**src/rtl/piano_pkg.sv**
```systemverilog
// Shared piano-voice definitions: note codes, scheduler states and the key-to-note mapping.
package piano_pkg;

  localparam logic [3:0]  NOTE_SILENT = 4'hF;
  localparam int unsigned NUM_NOTES   = 12;
  localparam logic [3:0]  LAST_NOTE   = 4'(NUM_NOTES - 1);

  typedef enum logic [1:0] {
    StIdle,
    StPlay,
    StAdvance
  } arp_state_e;

  // Key pins are wired highest bit first: keys[11-n] requests note n.
  function automatic logic [NUM_NOTES-1:0] keys_to_notes(input logic [NUM_NOTES-1:0] keys);
    logic [NUM_NOTES-1:0] notes;
    for (int n = 0; n < NUM_NOTES; n++) begin
      notes[n] = keys[NUM_NOTES-1-n];
    end
    return notes;
  endfunction

endpackage

```
**src/rtl/rr_next_key.sv**
```systemverilog
// Wrapping search for the first held note strictly after cur_i; cur_i = 11 yields the lowest.
module rr_next_key
  import piano_pkg::*;
(
  input  logic [NUM_NOTES-1:0] held_i,
  input  logic [3:0]           cur_i,
  output logic [3:0]           next_o,
  output logic                 found_o
);

  logic [3:0] start;
  logic [4:0] idx;

  assign start = (cur_i > LAST_NOTE) ? LAST_NOTE : cur_i;

  always_comb begin
    next_o  = start;
    found_o = 1'b0;
    idx     = '0;
    // Walk farthest offset first so the nearest held note after start wins.
    for (int off = NUM_NOTES; off >= 1; off--) begin
      idx = {1'b0, start} + 5'(off);
      if (idx >= 5'(NUM_NOTES)) begin
        idx = idx - 5'(NUM_NOTES);
      end
      if (held_i[idx[3:0]]) begin
        next_o  = idx[3:0];
        found_o = 1'b1;
      end
    end
  end

endmodule

```
**src/rtl/key_arpeggiator.sv**
```systemverilog
// Voice scheduler: mono priority pick or arpeggio rotation over every held key.
module key_arpeggiator
  import piano_pkg::*;
#(
  parameter int unsigned NUM_KEYS    = 12,
  parameter int unsigned DWELL_WIDTH = 16
) (
  input  logic                   clk,
  input  logic                   rst_n,
  input  logic                   ena,
  input  logic [NUM_KEYS-1:0]    keys,
  input  logic [3:0]             octave_in,
  input  logic                   mode,
  input  logic [DWELL_WIDTH-1:0] dwell,
  output logic [3:0]             note,
  output logic [3:0]             octave,
  output logic                   gate,
  output logic                   step_pulse
);

  logic [NUM_KEYS-1:0]    ks1_q, ks2_q;
  logic [NUM_NOTES-1:0]   held;
  arp_state_e             state_q, state_d;
  logic [3:0]             note_q, note_d;
  logic [3:0]             octave_q, octave_d;
  logic                   gate_q, gate_d;
  logic                   step_q, step_d;
  logic [DWELL_WIDTH-1:0] cnt_q, cnt_d, cnt_load;
  logic [3:0]             rr_cur, rr_next;
  logic                   rr_found, cur_held;

  assign held     = keys_to_notes(ks2_q);
  assign cnt_load = (dwell == '0) ? '0 : dwell - DWELL_WIDTH'(1);
  assign cur_held = (note_q <= LAST_NOTE) && held[note_q];
  // Only an arpeggio advance searches from the current note; every other pick wants the lowest.
  assign rr_cur   = (state_q == StAdvance && mode) ? note_q : LAST_NOTE;

  rr_next_key u_rr (
    .held_i  (held),
    .cur_i   (rr_cur),
    .next_o  (rr_next),
    .found_o (rr_found)
  );

  always_comb begin
    state_d  = state_q;
    note_d   = note_q;
    octave_d = octave_q;
    gate_d   = gate_q;
    step_d   = 1'b0;
    cnt_d    = cnt_q;
    if (!ena || !rr_found) begin
      state_d = StIdle;
      note_d  = NOTE_SILENT;
      gate_d  = 1'b0;
      cnt_d   = '0;
    end else begin
      unique case (state_q)
        StIdle, StAdvance: begin
          state_d  = StPlay;
          note_d   = rr_next;
          octave_d = octave_in;
          gate_d   = 1'b1;
          step_d   = 1'b1;
          cnt_d    = cnt_load;
        end
        StPlay: begin
          if (!mode) begin
            // Keep the counter primed so a switch to arpeggio starts a full step.
            cnt_d = cnt_load;
            if (rr_next != note_q) begin
              note_d   = rr_next;
              octave_d = octave_in;
              step_d   = 1'b1;
            end
          end else if (!cur_held || cnt_q == '0) begin
            state_d = StAdvance;
          end else begin
            cnt_d = cnt_q - DWELL_WIDTH'(1);
          end
        end
        default: state_d = StIdle;
      endcase
    end
  end

  // The synchronizer ignores ena so key state is current when the block is re-enabled.
  always_ff @(posedge clk or negedge rst_n) begin
    if (!rst_n) begin
      ks1_q <= '0;
      ks2_q <= '0;
    end else begin
      ks1_q <= keys;
      ks2_q <= ks1_q;
    end
  end

  always_ff @(posedge clk or negedge rst_n) begin
    if (!rst_n) begin
      state_q  <= StIdle;
      note_q   <= NOTE_SILENT;
      octave_q <= 4'h0;
      gate_q   <= 1'b0;
      step_q   <= 1'b0;
      cnt_q    <= '0;
    end else begin
      state_q  <= state_d;
      note_q   <= note_d;
      octave_q <= octave_d;
      gate_q   <= gate_d;
      step_q   <= step_d;
      cnt_q    <= cnt_d;
    end
  end

  assign note       = note_q;
  assign octave     = octave_q;
  assign gate       = gate_q;
  assign step_pulse = step_q;

endmodule

```
**config.mk**
```make
export PLATFORM = sky130hd
export DESIGN_NAME = key_arpeggiator
export DESIGN_NICKNAME = d
export VERILOG_FILES = /design/src/rtl/piano_pkg.sv /design/src/rtl/rr_next_key.sv /design/src/rtl/key_arpeggiator.sv
export SDC_FILE = /design/constraint.sdc
export NUM_CORES = 1
export LEC_CHECK = 0
export ABC_AREA = 1
export CORE_ASPECT_RATIO = 1.1
export CORE_UTILIZATION = 45
export DETAILED_ROUTE_END_ITERATION = 8
export GPL_ROUTABILITY_DRIVEN = 0
export PLACE_DENSITY = 0.71
export SLEW_MARGIN = 25
export SYNTH_ARGS = -nofsm -noshare
export SYNTH_HDL_FRONTEND = slang
export SYNTH_SLANG_ARGS = --single-unit
```
**constraint.sdc**
```tcl
create_clock -name clk -period 9.06 [get_ports clk]
set_clock_uncertainty 0.15 [all_clocks]
set_input_delay 0.906 -clock clk [delete_from_list [all_inputs] [get_ports clk]]
set_output_delay 0.906 -clock clk [all_outputs]
set_load 0.01 [all_outputs]
```
==> metrics.md <==
| Metric | Value |
|---|---|
| Final Hold Viols | 0 |
| Pin count of the biggest net entering global routing | 53 |
| Final period demand of the worst path | 6450 ps |
| Unrepaired setup endpoints after global routing | no |
| # rows | 38 |
| Initial antenna violation count | 0 |
| Post-synth EDFFs | 0 |
| Flops & latches, synth | 52 |
| Worst endpoint required time | 9110 ps |
| Critical path type | input pin to flip-flop |
| Place WS | 2410 ps |
| Number of distinct library cells after synthesis | 43 |
| M3 GR Usage | 2.91% |
| Synth Flop Type | dfrtp_1 |
| Most frequent cell on the critical path | nand2_1 |
| Core ar. | 9890 um2 |
| Gate Count Post-Synth | 711 |
| Clock tree buffer depth | 2 |
| Post-CTS Setup Inserts | 0 |
| R2R setup slack | 3240 ps |
| Slew Viols, Final | 0 |
| Tot Pwr | 0.000679 W |
| Vias in the first global route | 4479 |
| Root buffer cell | clkbuf_8 |
| Worst Setup SP | mode |
| Die Area | 10600 um2 |
| Reg2Reg Capture Point | octave[2]$_DFFE_PN0P_ |
| Max_cap viols | 0 |
| H-tree levels | 2 |
| Cell area after synthesis | 4600 um2 |
| Final worst slack | 2610 ps |
| CTS buffer count | 5 |
| Starting DRT DRC Count | 311 |
| Worst-path clk slew | 90 ps |
| Peak supply drop | 0.000110 V |
| Input/output buffers | 45 |
| Fillers | 993 |
| Die height | 108 um |
| Hold-critical path depth | 0 |
| Final Util | 53.0% |
| Min-delay worst type | flip-flop to flip-flop |
| Post-route ant nets | 0 |
| Total grt overflow | 0 |
| FMAX | 0.155 GHz |
| GR Util met2 | 44.0% |
| Post-synthesis async set-or-reset flop share | 100% |
| CTS tree | built |
| Rel. slew slack | 42.3% |
| Vias | 4791 |
| Flip-flop and latch area | 1310 um2 |
| Io pins | 46 |
| Max stage delay cell, worst path | nor2_1 |
| CTS Hold Bufs | 0 |
| Hold_ws | 204 ps |
| GR peak layer | met2 |
| Clock sink count | 52 |
| Footprint of the multi-input gates | 2850 um2 |
| CP peak stage delay | 690 ps |
| Final setup fails | 0 |
| Final WL | 12.3 mm |
| First-pass GRT wire length | 20.3 mm |
| Total GRT Usage | 23.6% |
| Die Wd | 98.4 um |
| Initial Util | 46.5% |
| CP Max Fanout | 12 |
| Layout area overhead | 13.9% |
| Leakage | 2.74 nW |
| Final period util | 71.2% |
| Post-cts resize count | 0 |
| Startpoint types | input pin |
| Avg Inst Size Synth | 6.47 um2 |
| WP data arrival | 6500 ps |
| YS warnings | 0 |
| Reg-to-Reg Start | state_q[0]$_DFFE_PN0P_ |
| Total negative slack | 0 ps |
| Drt wl/cell | 14.1 um |
| Layout cells sized above 1 | 5.59% |
| Status | finished, final reports clean |
| Hold EP | ks2_q[6]$_DFF_PN0_ |
| Net count, final | 807 |
| Crit. End Element | flip-flop |
| Cell area power density | 130 nW/um2 |
| Inserted Diodes | 0 |
| Measured slew at the worst slew-check pin | 862 ps |
| Drc violations | 0 |
| Grt met1 use | 27.1% |
| Seq/Total Area, Yosys | 28.4% |
| Final HPWL DP | 9.64 mm |
| Hold Path Origin | ks1_q[6]$_DFF_PN0_ |
| Reg2reg path depth | 40 |
| Worst-skew pair later-pin latency | 310 ps |
| Vias per cell | 5.50 |
| First drt pass iteration count | 5 |
| Synthesized Nets | 768 |
-- logic make-up after synthesis --
family                     Yosys count  share of synthesized area, %
adders and majority gates           21                          5.71
AOI/OAI and AO/OA                  109                          14.2
DFF                                 52                          28.4
and+or+nand+nor                    395                          37.0
xor gates and xnor gates            26                          4.95
buffers and inverters              107                          9.57
muxes                                1                         0.218
-- power by group --
part / switching (W) / internal, W
Combinational: 0.000137 / 0.0000867
Sequential: 0.0000271 / 0.000257
Clock: 0.0000749 / 0.0000975
-- synth_stat cells, types with 2 or more instances --
library cell / count / area (um2)
a21o_1: 2 / 15.0
a21oi_1: 29 / 145
a21oi_2: 2 / 17.5
a22oi_1: 3 / 22.5
a31oi_1: 5 / 31.3
buf_2: 4 / 20.0
buf_4: 3 / 22.5
buf_6: 3 / 33.8
clkbuf_1: 4 / 15.0
dfrtp_1: 48 / 1200
dfstp_2: 4 / 105
ha_1: 21 / 263
inv_1: 88 / 330
inv_2: 4 / 15.0
nand2_1: 225 / 845
nand2_2: 6 / 37.5
nand2_4: 3 / 33.8
nand3_1: 71 / 355
nand3_2: 2 / 20.0
nand4_1: 10 / 62.6
nor2_1: 58 / 218
nor3_1: 9 / 45.0
nor4_1: 6 / 37.5
o211ai_1: 4 / 30.0
o21ai_0: 28 / 140
o21ai_1: 12 / 60.1
o21ai_2: 4 / 35.0
o22ai_1: 14 / 87.6
xnor2_1: 4 / 35.0
xor2_1: 22 / 193
-- layout make-up --
class / instances / share of cell area, %
clock inverters: 1 / 0.573
flip-flops and latches: 52 / 24.9
inverters: 93 / 6.66
clock buffers: 7 / 1.84
repair buffers: 46 / 8.69
multi-input cells: 552 / 54.5
well taps: 120 / 2.86
-- worst max path at each step --
stage,slack (ps),depth (start not counted),to
2_1_floorplan,4040,40,octave[0]$_DFFE_PN0P_
3_3_place_gp,2470,40,note[3]$_DFFE_PN1P_
3_5_place_dp,2410,42,octave[2]$_DFFE_PN0P_
4_1_cts,2730,42,octave[2]$_DFFE_PN0P_
5_1_grt,2070,40,note[2]$_DFFE_PN1P_
6_report,2610,42,octave[2]$_DFFE_PN0P_
-- worst max-delay path, delay by kind of cell --
| kind | cells | cell delay [ps] |
|---|---|---|
| AND/OR/NAND/NOR | 34 | 3500 |
| buffers and inverters | 3 | 840 |
| adder cells (fa/ha/maj) | 2 | 580 |
| AO/OA/AOI/OAI | 2 | 470 |
| XOR/XNOR | 1 | 230 |
-- registers in the layout, summed over array words and instances (netlist names) --
signal / count
cnt_q: 16
ks1_q: 12
ks2_q: 12
note: 4
octave: 4
state_q: 2
gate: 1
step_pulse: 1
-- layer usage --
metal,up-vias,share of wire (%)
met5,-,0
met4,0,3.6
met3,38,5.8
met2,206,50
met1,2154,41
li1,2393,-
-- cells in the final DEF, fill, tap and decap left out, types with 3 or more instances in the layout --
cell             count
a21oi_1             29
a22oi_1              3
a31oi_1              5
clkbuf_8             7
clkdlybuf4s50_1     44
dfrtp_1             48
dfstp_2              4
ha_1                21
inv_1               88
inv_2                4
nand2_1            225
nand2_2              6
nand2_4              3
nand3_1             71
nand4_1             10
nor2_1              58
nor3_1               9
nor4_1               6
o211ai_1             4
o21ai_0             28
o21ai_1             12
o21ai_2              4
o22ai_1             14
xnor2_1              4
xor2_1              22
-- through the flow --
stage / std cells / instance area (um2)
detailed placement: 863 / 5110
floorplan: 711 / 4600
CTS: 871 / 5240
global route: 871 / 5240
global placement: 863 / 5110
finish: 871 / 5240
(Power assumes the default switching activity.)
==> edit 1: new RTL, config.mk and constraints unchanged <==
Add an input register stage for `ena`, `keys`, `octave_in`, `mode` and `dwell`, cleared by the reset; this delays them by one clock.
--- a/src/rtl/key_arpeggiator.sv
+++ b/src/rtl/key_arpeggiator.sv
@@ -18,6 +18,28 @@
   output logic                   step_pulse
 );
 
+  logic ena_q;
+  logic [NUM_KEYS-1:0] keys_q;
+  logic [3:0] octave_r;
+  logic mode_q;
+  logic [DWELL_WIDTH-1:0] dwell_q;
+
+  always_ff @(posedge clk or negedge rst_n) begin
+    if (!rst_n) begin
+      ena_q    <= '0;
+      keys_q   <= '0;
+      octave_r <= '0;
+      mode_q   <= '0;
+      dwell_q  <= '0;
+    end else begin
+      ena_q    <= ena;
+      keys_q   <= keys;
+      octave_r <= octave_in;
+      mode_q   <= mode;
+      dwell_q  <= dwell;
+    end
+  end
+
   logic [NUM_KEYS-1:0]    ks1_q, ks2_q;
   logic [NUM_NOTES-1:0]   held;
   arp_state_e             state_q, state_d;
@@ -30,10 +52,10 @@
   logic                   rr_found, cur_held;
 
   assign held     = keys_to_notes(ks2_q);
-  assign cnt_load = (dwell == '0) ? '0 : dwell - DWELL_WIDTH'(1);
+  assign cnt_load = (dwell_q == '0) ? '0 : dwell_q - DWELL_WIDTH'(1);
   assign cur_held = (note_q <= LAST_NOTE) && held[note_q];
   // Only an arpeggio advance searches from the current note; every other pick wants the lowest.
-  assign rr_cur   = (state_q == StAdvance && mode) ? note_q : LAST_NOTE;
+  assign rr_cur   = (state_q == StAdvance && mode_q) ? note_q : LAST_NOTE;
 
   rr_next_key u_rr (
     .held_i  (held),
@@ -49,7 +71,7 @@
     gate_d   = gate_q;
     step_d   = 1'b0;
     cnt_d    = cnt_q;
-    if (!ena || !rr_found) begin
+    if (!ena_q || !rr_found) begin
       state_d = StIdle;
       note_d  = NOTE_SILENT;
       gate_d  = 1'b0;
@@ -59,18 +81,18 @@
         StIdle, StAdvance: begin
           state_d  = StPlay;
           note_d   = rr_next;
-          octave_d = octave_in;
+          octave_d = octave_r;
           gate_d   = 1'b1;
           step_d   = 1'b1;
           cnt_d    = cnt_load;
         end
         StPlay: begin
-          if (!mode) begin
+          if (!mode_q) begin
             // Keep the counter primed so a switch to arpeggio starts a full step.
             cnt_d = cnt_load;
             if (rr_next != note_q) begin
               note_d   = rr_next;
-              octave_d = octave_in;
+              octave_d = octave_r;
               step_d   = 1'b1;
             end
           end else if (!cur_held || cnt_q == '0) begin
@@ -90,7 +112,7 @@
       ks1_q <= '0;
       ks2_q <= '0;
     end else begin
-      ks1_q <= keys;
+      ks1_q <= keys_q;
       ks2_q <= ks1_q;
     end
   end
Formal check against the unedited RTL: not equivalent (Yosys sat finds a counterexample within 4 cycles, from zero or initial values and one cycle with rst_n low).
==> edit 1 against the original RTL <==
Worst hold slack lost 0.011 ns; critical endpoint is now cnt_q[10]$_DFFE_PN0P_; sequential cell count grew 34; via count grew 6.0%; routed wire length grew 6.4%; global-route usage shrank 2.0 points; total power grew 59%; critical path depth shrank 15; design area grew 22%; largest cell class unchanged; largest power group unchanged; worst setup slack gained 1.1 ns; non-clock buffer count shrank 1; sequential power grew 58%; area after synthesis grew 21%; count of clock-buffer cells in the layout grew 2; maximum frequency grew 20%.
==> edit 1: results (changes against the original RTL) <==
| Metric | Value |
|---|---|
| Most common library cells after synthesis | `nand2_1, inv_1, dfrtp_1, nand3_1, nor2_1` |
| Critical path arrival | `5.44 ns (-1.06 ns)` |
| Slowest stage cell, crit path | `dfrtp_1` |
| R2R depth | `27 (-33%)` |
| Clock root buffer | `clkbuf_16` |
| CTS clk-pin slew, worst paths | `0.06 ns (-0.03 ns)` |
| CP Max Fanout | `17 (+5)` |
| Drt pass-1 iters | `5 (unchanged)` |
| Reg2Reg Launch Point | `mode_q$_DFF_PN0_` |
| Critical path class | `reg2reg` |
| Number of global-route vias before repair | `4999 (+12%)` |
| Post-synth cell types | `46 (+7.0%)` |
| Sw Ratio | `29.95% (-5.2 points)` |
| Worst hold start | `ks1_q[6]$_DFF_PN0_` |
| Final #Nets | `844 (+4.6%)` |
| # port buffers | `45 (unchanged)` |
| Cells taking the most area after synthesis | `dfrtp_1, nand2_1, nand3_1` |
| First-pass GRT wire length | `21980 µm (+8.3%)` |
| Setup Viol. Count Final | `0 (unchanged)` |
| Worst-margin pin slew | `0.8280 ns (-0.03371 ns)` |
| VDD IR-drop max | `148.1 µV (+34%)` |
| Biggest regs | `cnt_q (16), dwell_q (16)` |
| Initial antenna violation count | `0 (unchanged)` |
| Syn_nets | `802 (+4.4%)` |
| Largest delay contributor family on the critical path | `simple AND/OR/NAND/NOR gates` |
| Fillers | `1150 (+16%)` |
| Pin count of the biggest net entering global routing | `87 (+64%)` |
| P_leak | `3.202 nW (+17%)` |
| Pins over their slew limit | `0 (unchanged)` |
| Status | `finished clean` |
| Post-CTS Resized | `0 (unchanged)` |
| Vias | `5080 (+6.0%)` |
| HP Class | `reg2reg` |
| Synth warn | `0 (unchanged)` |
| Share of post-route cells with drive strength above 1 | `9.217% (+3.6 points)` |
| R2R Path End | `cnt_q[10]$_DFFE_PN0P_` |
| Final hold slack | `0.1925 ns (-0.01108 ns)` |
| Diodes inserted | `0 (unchanged)` |
| Drt total wl | `13050 µm (+6.4%)` |
| Hold Path Sink | `ks2_q[6]$_DFF_PN0_` |
| Max cap viols | `0 (unchanged)` |
| Hold Crit Depth | `0 (unchanged)` |
| CTS Buf Count | `9 (+4)` |
| H-tree depth | `3 (+1)` |
| CTS Buffer Depth | `2 (unchanged)` |
| Dpl ws | `3.769 ns (+1.357 ns)` |
| Postcts setup bufs | `0 (unchanged)` |
| Global Route Usage Sum | `21.69% (-2.0 points)` |
| Worst-skew pair later-pin latency | `0.34 ns (+0.03 ns)` |
| Post-synthesis sequential area ratio | `38.78% (+10 points)` |
| Initial drt markers | `413 (+33%)` |
| FF-to-FF setup slack | `3.68 ns (+0.44 ns)` |
| Critical Path Max Stage Delay | `0.43 ns (-0.26 ns)` |
| DP HPWL | `9924 µm (+3.0%)` |
[edit 1: worst reg2reg max path, delay by kind of cell, from the launching register on]
family	cells	cell delay, ns
AO/OA/AOI/OAI	3	0.31
XOR/XNOR	1	0.25
adder cells (fa/ha/maj)	2	0.50
buffers and inverters	3	0.40
flip-flops	1	0.43
AND/OR/NAND/NOR	18	3.21
[edit 1: logic make-up (layout without fill, tap and decap cells)]
logic type | count (synthesis) | in the layout | share of synthesized area, %
AND/OR/NAND/NOR | 392 | 392 | 31.53
buffers and inverters | 113 | 160 | 8.952
AO/OA/AOI/OAI | 107 | 107 | 11.90
flip-flops | 86 | 86 | 38.78
XOR/XNOR | 25 | 25 | 3.936
adder cells (fa/ha/maj) | 21 | 21 | 4.723
multiplexers | 1 | 1 | 0.1799
[edit 1: cell type report]
class | count | share of cell area, %
inverters | 99 | 5.871
flip-flops and latches | 86 | 33.63
repair buffers | 45 | 7.041
clock buffers | 9 | 3.511
multi-input cells | 546 | 45.33
clock inverters | 7 | 1.619
well taps | 154 | 3.004
[edit 1: power by group through the flow]
stage,sequential (W),clock [W],combinational (W)
final,0.000449,0.000393,0.000236
after global placement,0.000454,0,0.000226
after detailed placement,0.000455,0,0.000233
after floorplan,0.000448,0,0.000161
after global routing,0.000453,0.000419,0.000263
after CTS,0.000449,0.000403,0.000235
[edit 1: layer usage]
layer | track usage [%] | vias up | part of all wire, % | wire length (µm)
li1 | - | 2513 | - | -
met4 | 11.64 | 0 | 3.8 | 490
met5 | 0 | - | 0 | 0
met2 | 36.82 | 150 | 50 | 6466
met1 | 25.56 | 2370 | 42 | 5464
met3 | 4.026 | 47 | 4.8 | 630
[edit 1: how the worst max path moves through the flow]
| stage | endpoint | slack (ns) | depth (start not counted) |
|---|---|---|---|
| after floorplan | note[2]$_DFFE_PN1P_ | 4.86 | 41 |
| after global placement | cnt_q[8]$_DFFE_PN0P_ | 4.05 | 25 |
| after detailed placement | cnt_q[10]$_DFFE_PN0P_ | 3.77 | 27 |
| after CTS | cnt_q[8]$_DFFE_PN0P_ | 3.76 | 25 |
| after global routing | cnt_q[10]$_DFFE_PN0P_ | 3.20 | 27 |
| final | cnt_q[10]$_DFFE_PN0P_ | 3.68 | 27 |
[edit 1: through the flow]
step                total power [W]  area [µm²]  instances
finish                     0.001078        6415        946
global route               0.001135        6415        946
CTS                        0.001086        6411        946
detailed placement        0.0006886        6082        930
global placement          0.0006805        6082        930
floorplan                 0.0006088        5563        745
==> edit 2: new RTL, same settings <==
Without the edit above. `NOTE_SILENT`: 4'hF -> 4'h7.
--- a/src/rtl/piano_pkg.sv
+++ b/src/rtl/piano_pkg.sv
@@ -1,7 +1,7 @@
 // Shared piano-voice definitions: note codes, scheduler states and the key-to-note mapping.
 package piano_pkg;
 
-  localparam logic [3:0]  NOTE_SILENT = 4'hF;
+  localparam logic [3:0]  NOTE_SILENT = 4'h7;
   localparam int unsigned NUM_NOTES   = 12;
   localparam logic [3:0]  LAST_NOTE   = 4'(NUM_NOTES - 1);
 
Check against the original RTL: not equivalent (a bounded check fails within 4 cycles, from zero or initial values and one cycle with rst_n low).
==> edit 2 against the original RTL <==
Worst setup slack improved by 0.71 ns; global-route usage is 0.25 points lower; sequential cell count did not move; routed wire length decreased by 2.9%; total power up 11%; count of clock-buffer cells in the layout decreased by 2; area after synthesis is 1.1% higher; design area grew 0.60%; critical path type unchanged; largest power group is now combinational logic; highest routed layer unchanged.
==> edit 2: results (changes against the original RTL) <==
| Metric | Value |
|---|---|
| Status | `finished clean` |
| Diodes inserted | `0 (unchanged)` |
| Post-DR vias/cell | `5.362 (-2.5%)` |
| H-tree depth | `2 (unchanged)` |
| Share of post-route cells with drive strength above 1 | `8.910% (+3.3 points)` |
| Drt pass-1 iters | `4 (-1)` |
| Final hold violation count | `0 (unchanged)` |
| Hold Path Sink | `ks2_q[4]$_DFF_PN0_` |
| First-pass GRT wire length | `20160 µm (-0.65%)` |
| Post-synth ARST share | `100.0% (unchanged)` |
| CP Max Fanout | `17 (+5)` |
| Final cell count without fillers | `872 (+0.11%)` |
| R2R Path End | `cnt_q[11]$_DFFE_PN0P_` |
| Worst-skew pair later-pin latency | `0.31 ns (about the same)` |
| Critical path arrival | `5.83 ns (-0.67 ns)` |
| Post-synth cell types | `48 (+12%)` |
| DP HPWL | `9430 µm (-2.2%)` |
| FF-to-FF setup slack | `4.02 ns (+0.78 ns)` |
| Reg2Reg Launch Point | `state_q[1]$_DFFE_PN0P_` |
| Main flop type after synthesis | `dfrtp_1` |
| Number of global-route vias before repair | `4446 (-0.74%)` |
| R2R depth | `25 (-38%)` |
| Worst-margin pin slew | `0.8931 ns (+0.03137 ns)` |
| Drt total wl | `11910 µm (-2.9%)` |
| CTS Buffer Depth | `2 (unchanged)` |
| P_leak | `2.704 nW (-1.4%)` |
| Post-synthesis sequential area ratio | `28.05% (-0.35 points)` |
| Biggest regs | `cnt_q (16), ks1_q (12), ks2_q (12)` |
| Hold Crit Depth | `0 (unchanged)` |
| Synth warn | `0 (unchanged)` |
| Post-Place Cells | `864 (+0.12%)` |
| HP Class | `reg2reg` |
| Worst hold start | `ks1_q[4]$_DFF_PN0_` |
| Cells taking the most area after synthesis | `dfrtp_1, nand2_1, inv_1` |
| VDD IR-drop max | `62.95 µV (-43%)` |
| Final #Nets | `808 (+0.12%)` |
| Avg Inst Size Synth | `6.545 µm² (+1.1%)` |
| CTS Buf Count | `5 (unchanged)` |
| Fillers | `1003 (+1.0%)` |
| Final hold slack | `0.2016 ns (-0.002010 ns)` |
| Global Route Usage Sum | `23.39% (-0.25 points)` |
| Initial drt markers | `320 (+2.9%)` |
| Pin count of the biggest net entering global routing | `53 (unchanged)` |
| Clock root buffer | `clkbuf_8` |
| Most common library cells after synthesis | `nand2_1, inv_1, nand3_1, nor2_1, dfrtp_1` |
| # port buffers | `45 (unchanged)` |
| CTS clk-pin slew, worst paths | `0.10 ns` |
[edit 2: cell types whose count changed in the layout (fill, tap and decap cells not counted), moves of 6 or more]
cell     change
a21oi_1      +6
inv_1        +6
nand2_1      -9
nand3_1      -8
o21ai_0      -7
o21ai_1      +6
o21ai_2      +9
[edit 2: final cells by class]
cell class                      instances  area, µm²  area share (%)
Clock buffer                            5      68.82           1.305
Sequential cell                        52       1305           24.75
Multi-Input combinational cell        542       2880           54.63
Inverter                              104      391.6           7.428
Tap cell                              120      150.1           2.848
Timing Repair Buffer                   46      452.9           8.590
Clock inverter                          3      23.77          0.4509
[edit 2: worst max-delay path by stage]
stage / from / to / slack [ns] / cells past startpoint
after floorplan: mode / note[1]$_DFFE_PN1P_ / 4.53 / 37
after global placement: mode / cnt_q[11]$_DFFE_PN0P_ / 3.08 / 25
after detailed placement: mode / cnt_q[11]$_DFFE_PN0P_ / 3.04 / 26
after CTS: mode / cnt_q[11]$_DFFE_PN0P_ / 3.34 / 26
after global routing: mode / cnt_q[11]$_DFFE_PN0P_ / 2.78 / 26
final: mode / cnt_q[11]$_DFFE_PN0P_ / 3.32 / 26
[edit 2: logic make-up after synthesis]
group                    count (synthesis)  share of synthesized area [%]
AO/OA/AOI/OAI                          116                          15.41
buffers and inverters                  117                          10.06
adder cells (fa/ha/maj)                 21                          5.647
flip-flops                              52                          28.05
AND/OR/NAND/NOR                        381                          35.98
XOR/XNOR                                23                          4.652
multiplexers                             1                         0.2151
[edit 2: metrics by stage]
step	util, %	area [µm²]	setup WS, ns
floorplan	-	4653	4.532
global placement	52.13	5180	3.082
detailed placement	52.13	5180	3.039
CTS	53.06	5273	3.342
global route	53.06	5273	2.782
finish	53.06	5273	3.316
[edit 2: metal layers]
metal | vias up | track usage [%] | routed length, µm
met5 | - | 0 | 0
met4 | 0 | 10.23 | 311
met3 | 32 | 2.821 | 625
met2 | 150 | 42.46 | 5893
met1 | 2116 | 27.91 | 5076
li1 | 2378 | - | -
[edit 2: worst max-delay path, stage by stage]
cell             delay, ns
clkdlybuf4s50_1       0.54
nand2_2               0.11
nor2_8                0.18
nand3_2               0.36
inv_2                 0.35
ha_1                  0.23
inv_1                 0.05
ha_1                  0.34
inv_1                 0.27
ha_1                  0.20
nand2_1               0.05
inv_1                 0.08
nor2_2                0.06
nand3_1               0.10
nand2_1               0.09
nor2_1                0.12
nand2_1               0.07
nand2_1               0.14
inv_2                 0.08
nand4_1               0.11
nor3_1                0.07
nand4_1               0.09
nand2_1               0.13
nor2_1                0.70
inv_1                 0.21
o21ai_0               0.19
[edit 2: where the power goes]
group	switching (W)	leakage, nW	internal, W	total [W]
clock	0.0000788	0.0404	0.0000548	0.000134
combinational	0.000201	2.03	0.000122	0.000323
sequential	0.0000351	0.634	0.000263	0.000298
total	0.000315	2.70	0.000440	0.000754
